[src/rtl/button_pkg.sv]
// button_pkg: shared state encoding and default timing for button_bank.
// Holds RELEASED/HELD/REPEATING and the default debounce/repeat cycle counts.
package button_pkg;

    typedef enum logic [1:0] {
        RELEASED  = 2'd0,
        HELD      = 2'd1,
        REPEATING = 2'd2
    } btn_state_t;

    localparam int DEF_DB_CYCLES     = 500000;
    localparam int DEF_REPEAT_DELAY  = 25000000;
    localparam int DEF_REPEAT_PERIOD = 5000000;

    function automatic int max2(input int a, input int b);
        return (a > b) ? a : b;
    endfunction

endpackage

[src/rtl/button_chan.sv]
// button_chan: one button channel -- 2-flop synchronizer, debounce counter,
// press/release pulses and the RELEASED/HELD/REPEATING state machine.
// Ports: clk, rst (async, active-low), btn (raw input), level (debounced),
//        press (pulse per accepted press or repeat), rel (release pulse).
// Auto-repeat is built only when BUTTON_BANK_REPEAT_EN is defined.
module button_chan
    import button_pkg::*;
#(
    parameter int DB_CYCLES     = DEF_DB_CYCLES,
    parameter int REPEAT_DELAY  = DEF_REPEAT_DELAY,
    parameter int REPEAT_PERIOD = DEF_REPEAT_PERIOD
) (
    input  logic clk,
    input  logic rst,
    input  logic btn,
    output logic level,
    output logic press,
    output logic rel
);

    localparam int            CW      = $clog2(DB_CYCLES);
    localparam logic [CW-1:0] DB_LAST = CW'(DB_CYCLES - 1);

    if (DB_CYCLES < 2 || REPEAT_DELAY < 1 || REPEAT_PERIOD < 1) begin : g_bad_param
        $error("button_chan: illegal timing parameters");
    end

    logic          s1;
    logic          sync;
    logic [CW-1:0] cnt;
    logic [CW-1:0] cnt_n;
    logic          level_n;
    logic          press_n;
    logic          rel_n;
    logic          flip;
    btn_state_t    state;
    btn_state_t    state_n;

    // Input has disagreed with level for DB_CYCLES cycles: accept it.
    assign flip = (sync != level) && (cnt == DB_LAST);

`ifdef BUTTON_BANK_REPEAT_EN
    localparam int RW = $clog2(max2(REPEAT_DELAY, REPEAT_PERIOD) + 1);
    localparam logic [RW-1:0] RD_LAST = RW'(REPEAT_DELAY - 1);
    localparam logic [RW-1:0] RP_LAST = RW'(REPEAT_PERIOD - 1);

    logic [RW-1:0] rcnt;
    logic [RW-1:0] rcnt_n;
    logic [RW-1:0] rlast;

    // First repeat waits the long delay, later ones the short period.
    assign rlast = (state == HELD) ? RD_LAST : RP_LAST;

    always_ff @(posedge clk or negedge rst) begin
        if (!rst) begin
            rcnt <= '0;
        end else begin
            rcnt <= rcnt_n;
        end
    end
`endif

    always_ff @(posedge clk or negedge rst) begin
        if (!rst) begin
            s1    <= 1'b0;
            sync  <= 1'b0;
            cnt   <= '0;
            level <= 1'b0;
            press <= 1'b0;
            rel   <= 1'b0;
            state <= RELEASED;
        end else begin
            s1    <= btn;
            sync  <= s1;
            cnt   <= cnt_n;
            level <= level_n;
            press <= press_n;
            rel   <= rel_n;
            state <= state_n;
        end
    end

    always_comb begin
        cnt_n   = cnt;
        level_n = level;
        press_n = 1'b0;
        rel_n   = 1'b0;
        state_n = state;
`ifdef BUTTON_BANK_REPEAT_EN
        rcnt_n  = rcnt;
`endif

        if (sync == level) begin
            cnt_n = '0;
        end else if (flip) begin
            cnt_n   = '0;
            level_n = ~level;
        end else begin
            cnt_n = cnt + 1'b1;
        end

        // Pulses are registered with the level toggle so they line up
        // with the first cycle the new level is visible.
        unique case (state)
            RELEASED: begin
                if (flip) begin
                    state_n = HELD;
                    press_n = 1'b1;
`ifdef BUTTON_BANK_REPEAT_EN
                    rcnt_n  = '0;
`endif
                end
            end
            HELD, REPEATING: begin
                if (flip) begin
                    state_n = RELEASED;
                    rel_n   = 1'b1;
                end
`ifdef BUTTON_BANK_REPEAT_EN
                else if (rcnt == rlast) begin
                    state_n = REPEATING;
                    press_n = 1'b1;
                    rcnt_n  = '0;
                end else begin
                    rcnt_n = rcnt + 1'b1;
                end
`endif
            end
            default: begin
                state_n = RELEASED;
            end
        endcase
    end

endmodule

[src/rtl/button_bank.sv]
// button_bank: N_BTN independent debounced button channels.
// Ports: clk, rst (async, active-low), btn[N_BTN] raw inputs,
//        level/press/rel[N_BTN] debounced level, press and release pulses.
// Define BUTTON_BANK_REPEAT_EN to enable held-button auto-repeat presses.
module button_bank
    import button_pkg::*;
#(
    parameter int N_BTN         = 4,
    parameter int DB_CYCLES     = DEF_DB_CYCLES,
    parameter int REPEAT_DELAY  = DEF_REPEAT_DELAY,
    parameter int REPEAT_PERIOD = DEF_REPEAT_PERIOD
) (
    input  logic             clk,
    input  logic             rst,
    input  logic [N_BTN-1:0] btn,
    output logic [N_BTN-1:0] level,
    output logic [N_BTN-1:0] press,
    output logic [N_BTN-1:0] rel
);

    if (N_BTN < 1 || N_BTN > 32) begin : g_bad_width
        $error("button_bank: N_BTN out of range");
    end

    for (genvar i = 0; i < N_BTN; i++) begin : g_chan
        button_chan #(
            .DB_CYCLES    (DB_CYCLES),
            .REPEAT_DELAY (REPEAT_DELAY),
            .REPEAT_PERIOD(REPEAT_PERIOD)
        ) u_chan (
            .clk  (clk),
            .rst  (rst),
            .btn  (btn[i]),
            .level(level[i]),
            .press(press[i]),
            .rel  (rel[i])
        );
    end

endmodule

[config.mk]
export PLATFORM = sky130hd
export DESIGN_NAME = button_bank
export DESIGN_NICKNAME = d
export VERILOG_FILES = /design/src/rtl/button_pkg.sv /design/src/rtl/button_chan.sv /design/src/rtl/button_bank.sv
export SDC_FILE = /design/constraint.sdc
export NUM_CORES = 1
export LEC_CHECK = 0
export BUFFER_PORTS_ARGS = -buffer_cell sky130_fd_sc_hd__buf_2
export CELL_PAD_IN_SITES_DETAIL_PLACEMENT = 0
export CELL_PAD_IN_SITES_GLOBAL_PLACEMENT = 1
export CORE_ASPECT_RATIO = 0.6
export CORE_MARGIN = 1
export CORE_UTILIZATION = 45
export DETAILED_ROUTE_END_ITERATION = 7
export PLACE_DENSITY = 0.82
export SLEW_MARGIN = 20
export SYNTH_ARGS = -nofsm -noshare
export SYNTH_HDL_FRONTEND = slang
export SYNTH_SLANG_ARGS = --single-unit
[constraint.sdc]
create_clock -name clk -period 2.5 [get_ports clk]
set_input_delay 0.125 -clock clk [delete_from_list [all_inputs] [get_ports clk]]
set_output_delay 0.125 -clock clk [all_outputs]
set_load 0.02 [all_outputs]
; ---- Word-level counts from Yosys, hierarchy flattened
; Cells that the tools add are included.
[totals]
ff_bits = 104
latch_bits = 0
ramBits = 0
rom_bits = 0
word_cells = 120
n_memories = 0
[classes]
addsub = 4
n_mul = 0
div_mod_pow = 0
order_cmp = 0
n_eq_ne = 28
shift = 0
mux = 32
bitwise = 8
n_reduce_logical = 20
[ops]
columns = op, count
row1 = 19-bit 2-to-1 mux, 8
row2 = 19-bit by 1-bit adder with 19-bit output (second input constant), 4
row3 = 19-bit equality test (second input constant), 4
row4 = 2-bit 2-to-1 mux, 8
row5 = 2-bit by 1-bit inequality test with 1-bit output (second input constant), 8
row6 = 2-bit case mux with 2 select lines, 4
row7 = 2-bit AND reduction, 8
row8 = 1-bit 2-to-1 mux, 12
row9 = 2-bit by 1-bit equality test with 1-bit output (second input constant), 4
row10 = 2-bit equality test (second input constant), 4
row11 = 2-bit logical NOT, 4
row12 = 1-bit NOT, 8
row13 = 2-bit OR reduction, 4
row14 = 1-bit equality test, 4
row15 = 1-bit logical AND, 4
row16 = 1-bit inequality test, 4

; ---- Depth between registers and ports, before layout
[logic_depth]
depth_word = 4
depth_mapped = 7

; ---- By module
; From an unflattened synthesis, not the netlist that was laid out.
[hier_totals]
hier_cells = 452
hier_area_um2 = 4794.6
[modules_own_cells]
columns = mod, instances, cells_per_inst, area_each_um2, seq_area_each_um2
row1 = button_chan, 4, 113, 1198.6, 625.6

; ---- Least setup slack after synthesis
; Ideal clock, no wire load.
[synth_timing]
path_kind = reg2reg
startpoint = register g_chan[2].u_chan.cnt[0]
endpoint = register g_chan[2].u_chan.cnt[18]
t_arrival_ps = 1714
required_ps = 2422
slack_ps = 709
stages_incl_launch_ff = 6
n_path_buf = 0
synth_period_minus_slack_ps = 1791
cell_sequence = dfrtp_1 ha_1 nand4_2 or4_1 or3_1 a21oi_1
[synth_via]
elab_chain_cells = 4
word_cells_on_any_way = 5
[synth_lines]
columns = element, line_no
row1 = "start, declared", button_chan.sv:30  ; logic [CW-1:0] cnt;
row2 = "start signal, assigned", button_chan.sv:75  ; cnt <= cnt_n;
row3 = branches (longest 2 deep; another with 19-bit by 1-bit adder with 19-bit output), --
row4 = 19-bit 2-to-1 mux (*), button_chan.sv:95  ; end else if (flip) begin
row5 = 19-bit 2-to-1 mux (*), button_chan.sv:93  ; if (sync == level) begin
row6 = named net g_chan[2].u_chan.cnt_n[18], button_chan.sv:31  ; logic [CW-1:0] cnt_n;
; Mark *: on every way through the listed nets, which the timed path passes.
; A chain may end at the register's enable or synchronous reset.

; ---- Final worst setup path
[layout_timing]
startpoint = register g_chan[2].u_chan.cnt[0]
endpoint = register g_chan[2].u_chan.cnt[14]
; Same word-level chain as after synthesis.

==> metrics.yaml <==
sta:
  fin_crit_sh_pct: 79.3
  post-route-min-period_ns: 1.98
  layout_setup_ws_ns: 0.518
  finalMaxSlewViolations: 0
  slew_headroom_pct: 64.0
  fin_skew_ns: 0.00570
  rsz0062_at_grt: "false"
  setup_viol: 0
  hold_viol_final: 0
  fmax_mhz: 504
  tns_ns: 0
  max_slew.worst_pin.slew_ns: 0.535
worst_hold_path:
  hold_depth: 0
  hp-class: "flip-flop to flip-flop"
final_layout:
  drive_above_1_share_pct: 9.57
  n_antenna_cell: 0
  area_growth_pct: 9.54
  finalNetCount: 496
synthesis:
  syn_area_mm2: 0.00483
  ys_async_sr_fraction_pct: 100
  yosys_warnings: 0
  yosys_register_bits: 100
  yosysSeqAreaShare_pct: 51.8
  yosysTopAreaCellShare_pct: 51.8
  syn_nets: 486
  synthFlopType: "dfrtp_1"
  synth_top_area_cell: "dfrtp_1"
  syn-instance-count: 476
  synth.area.top_cells: "dfrtp_1, xnor2_1, xor2_1"
  postSynthAreaPerCell_um2: 10.1
  synth_edf_count: 0
  yosysUniqueCellTypes: 38
die:
  row_count: 28
  start_util_pct: 47.7
  io_pins: 18
  die-area_mm2: 0.0112
  die_w_um: 136
  fp.coreArea_mm2: 0.0101
  die_height_um: 82.2
critical_path:
  crit_family: "compound AO/OA/AOI/OAI gates"
  crit_chain: "ha_1 -> and4_2 -> nand2_1 -> o31ai_4 -> buf_4 -> a21oi_1"
  startpoint_type: "flip-flop"
  worst-path-max-fanout: 10
  crit_buf_inv: 1
  worstRegToRegCells: 6
  reg2reg_slack_ns: 0.52
  cpMaxStageDelayCell: "o31ai_4"
  cp_data_arrival_time_ns: 2.20
  crit_path_end_kind: "flip-flop"
  cpPeakStageDelay_ns: 0.44
  crit_cells: 6
  required_ns: 2.72
  path_class: "flip-flop to flip-flop"
outcome:
  outcome: "complete, no violations"
cts:
  clock_latency_ns: 0.34
  clk_pin_slew_ns: 0.06
  clockRootBuffer: "clkbuf_16"
  post_cts_buffers: 0
  cts_max_level: 3
  clk_path_buf_depth: 2
  cts_tree: "built"
  cts_buffers: 9
  cts.sinks: 100
drt:
  vias: 3434
  route.antenna.remaining_nets: 0
  wire_per_inst_um: 14.9
  drt_first_pass_iters: 4
  drt_iter0_markers: 202
  post-route-drc-count: 0
  drt_wl_total_mm: 9.31
  viasPerCell: 5.49
power_and_ir_drop:
  leakage_nw: 2.19
  peakVddDrop_uv: 473
  p_per_area_mw_per_mm2: 577
grt:
  grt_pass1_wl_mm: 16.3
  track_usage_pct: 19.1
  grt_pass1_vias: 3358
  grt_remaining_overflow: 0
  grt_start_max_net_pins: 101
  antenna_found_initial: 0
place:
  dp_hpwl_mm: 6.44
  dp_slack_ns: 0.516
  place_congestion: 0.807
  io_buffer_count: 17
flow_run:
  drv_cap: 0
==> routing by layer <==
metal | share of wire, % | global-route usage (%) | vias up
met2 | 42 | 27.8 | 60
met5 | 0 | 0 | -
met4 | 0.77 | 5.73 | 0
met1 | 53 | 27.5 | 1685
met3 | 4.2 | 5.31 | 9
li1 | - | - | 1680
==> cell usage after synthesis (2+ instances only) <==
library cell and n:
xor2_1 32, inv_1 9, and3_1 3, nand4_2 3, nand4_1 27, nor3_1 16, or2_1 2, xnor2_1 35
or4_1 7, clkbuf_1 2, buf_2 8, and2_1 7, nand4bb_1 2, nand3b_1 2, clkbuf_2 6, nor4b_1 6
a21oi_1 14, buf_4 12, nor4_1 19, or3_1 6, and4_1 7, nand3_1 27, dfrtp_1 100, ha_1 4
o21bai_2 2, nor2b_1 3, nor2_1 70, nand2_1 24, o31ai_1 6, o21ai_0 7
==> power breakdown <==
group / internal [W] / switching [W]
registers: 0.00164 / 0.0000225
clock network: 0.000699 / 0.000584
logic: 0.0000365 / 0.0000719
total: 0.00238 / 0.000678
==> cells by family after synthesis <==
kind of cell / Yosys count / synth area share (%)
and+or+nand+nor: 235 / 26.2
DFF: 100 / 51.8
xor gates and xnor gates: 67 / 12.2
buffers and inverters: 37 / 4.17
AOI/OAI and AO/OA: 32 / 4.38
adders and majority gates: 4 / 1.04
muxes: 1 / 0.207
==> worst reg2reg max path: cells and delay by family, from the launching register on <==
family / cells / cell delay (ns)
buffers and inverters: 1 / 0.26
AO/OA/AOI/OAI: 2 / 0.50
flip-flops: 1 / 0.41
AND/OR/NAND/NOR: 2 / 0.42
adder cells (fa/ha/maj): 1 / 0.27
==> state kept, by name, indices dropped and copies added (netlist names) <==
register             cells
g_chan.u_chan.cnt       76
g_chan.u_chan.level      4
g_chan.u_chan.press      4
g_chan.u_chan.rel        4
g_chan.u_chan.s1         4
g_chan.u_chan.state      4
g_chan.u_chan.sync       4
==> cell type report <==
type,instances,area (um2)
tap,135,169
multi-input combinational,339,2120
sequential,100,2500
inverter,9,33.8
timing repair buffer,27,188
clock buffer,12,246
fill,917,4840
clock inverter,4,25.0
==> through the flow <==
| stage | hold WS (ns) | total power (W) | cell area, um2 | utilization [%] | cells |
|---|---|---|---|---|---|
| 2_1_floorplan | -0.171 | 0.00174 | 4830 | - | 476 |
| 3_3_place_gp | 0.229 | 0.00180 | 4970 | 49.1 | 605 |
| 3_5_place_dp | 0.229 | 0.00180 | 4970 | 49.1 | 605 |
| 4_1_cts | 0.350 | 0.00310 | 5290 | 52.2 | 626 |
| 5_1_grt | 0.358 | 0.00318 | 5290 | 52.2 | 626 |
| 6_report | 0.347 | 0.00305 | 5290 | 52.2 | 626 |
==> repair_timing <==
action                    CTS  global route
hold buffers                5             0
hold endpoints to repair  104             0
resized for setup           0             0
==> cells in the final DEF, fill, tap and decap left out, types with 14 or more instances in the layout <==
master	synthesis	final
dfrtp_1	100	100
nor2_1	70	70
xnor2_1	35	35
xor2_1	32	32
nand4_1	27	27
nand3_1	27	27
nand2_1	24	24
nor4_1	19	19
nor3_1	16	16
buf_2	8	16
a21oi_1	14	14
==> path summary, 6_finish.rpt <==
path                                    startpoint                        to
hold / removal                 g_chan[3].u_chan.s1     g_chan[3].u_chan.sync
setup / recovery           g_chan[2].u_chan.cnt[0]  g_chan[2].u_chan.cnt[14]
setup reg to reg           g_chan[2].u_chan.cnt[0]  g_chan[2].u_chan.cnt[14]
max in group asynchronous                      rst   g_chan[2].u_chan.cnt[5]
hold reg to reg                g_chan[3].u_chan.s1     g_chan[3].u_chan.sync
min in group asynchronous                      rst    g_chan[0].u_chan.press
Power figures use the tool's default switching activity.
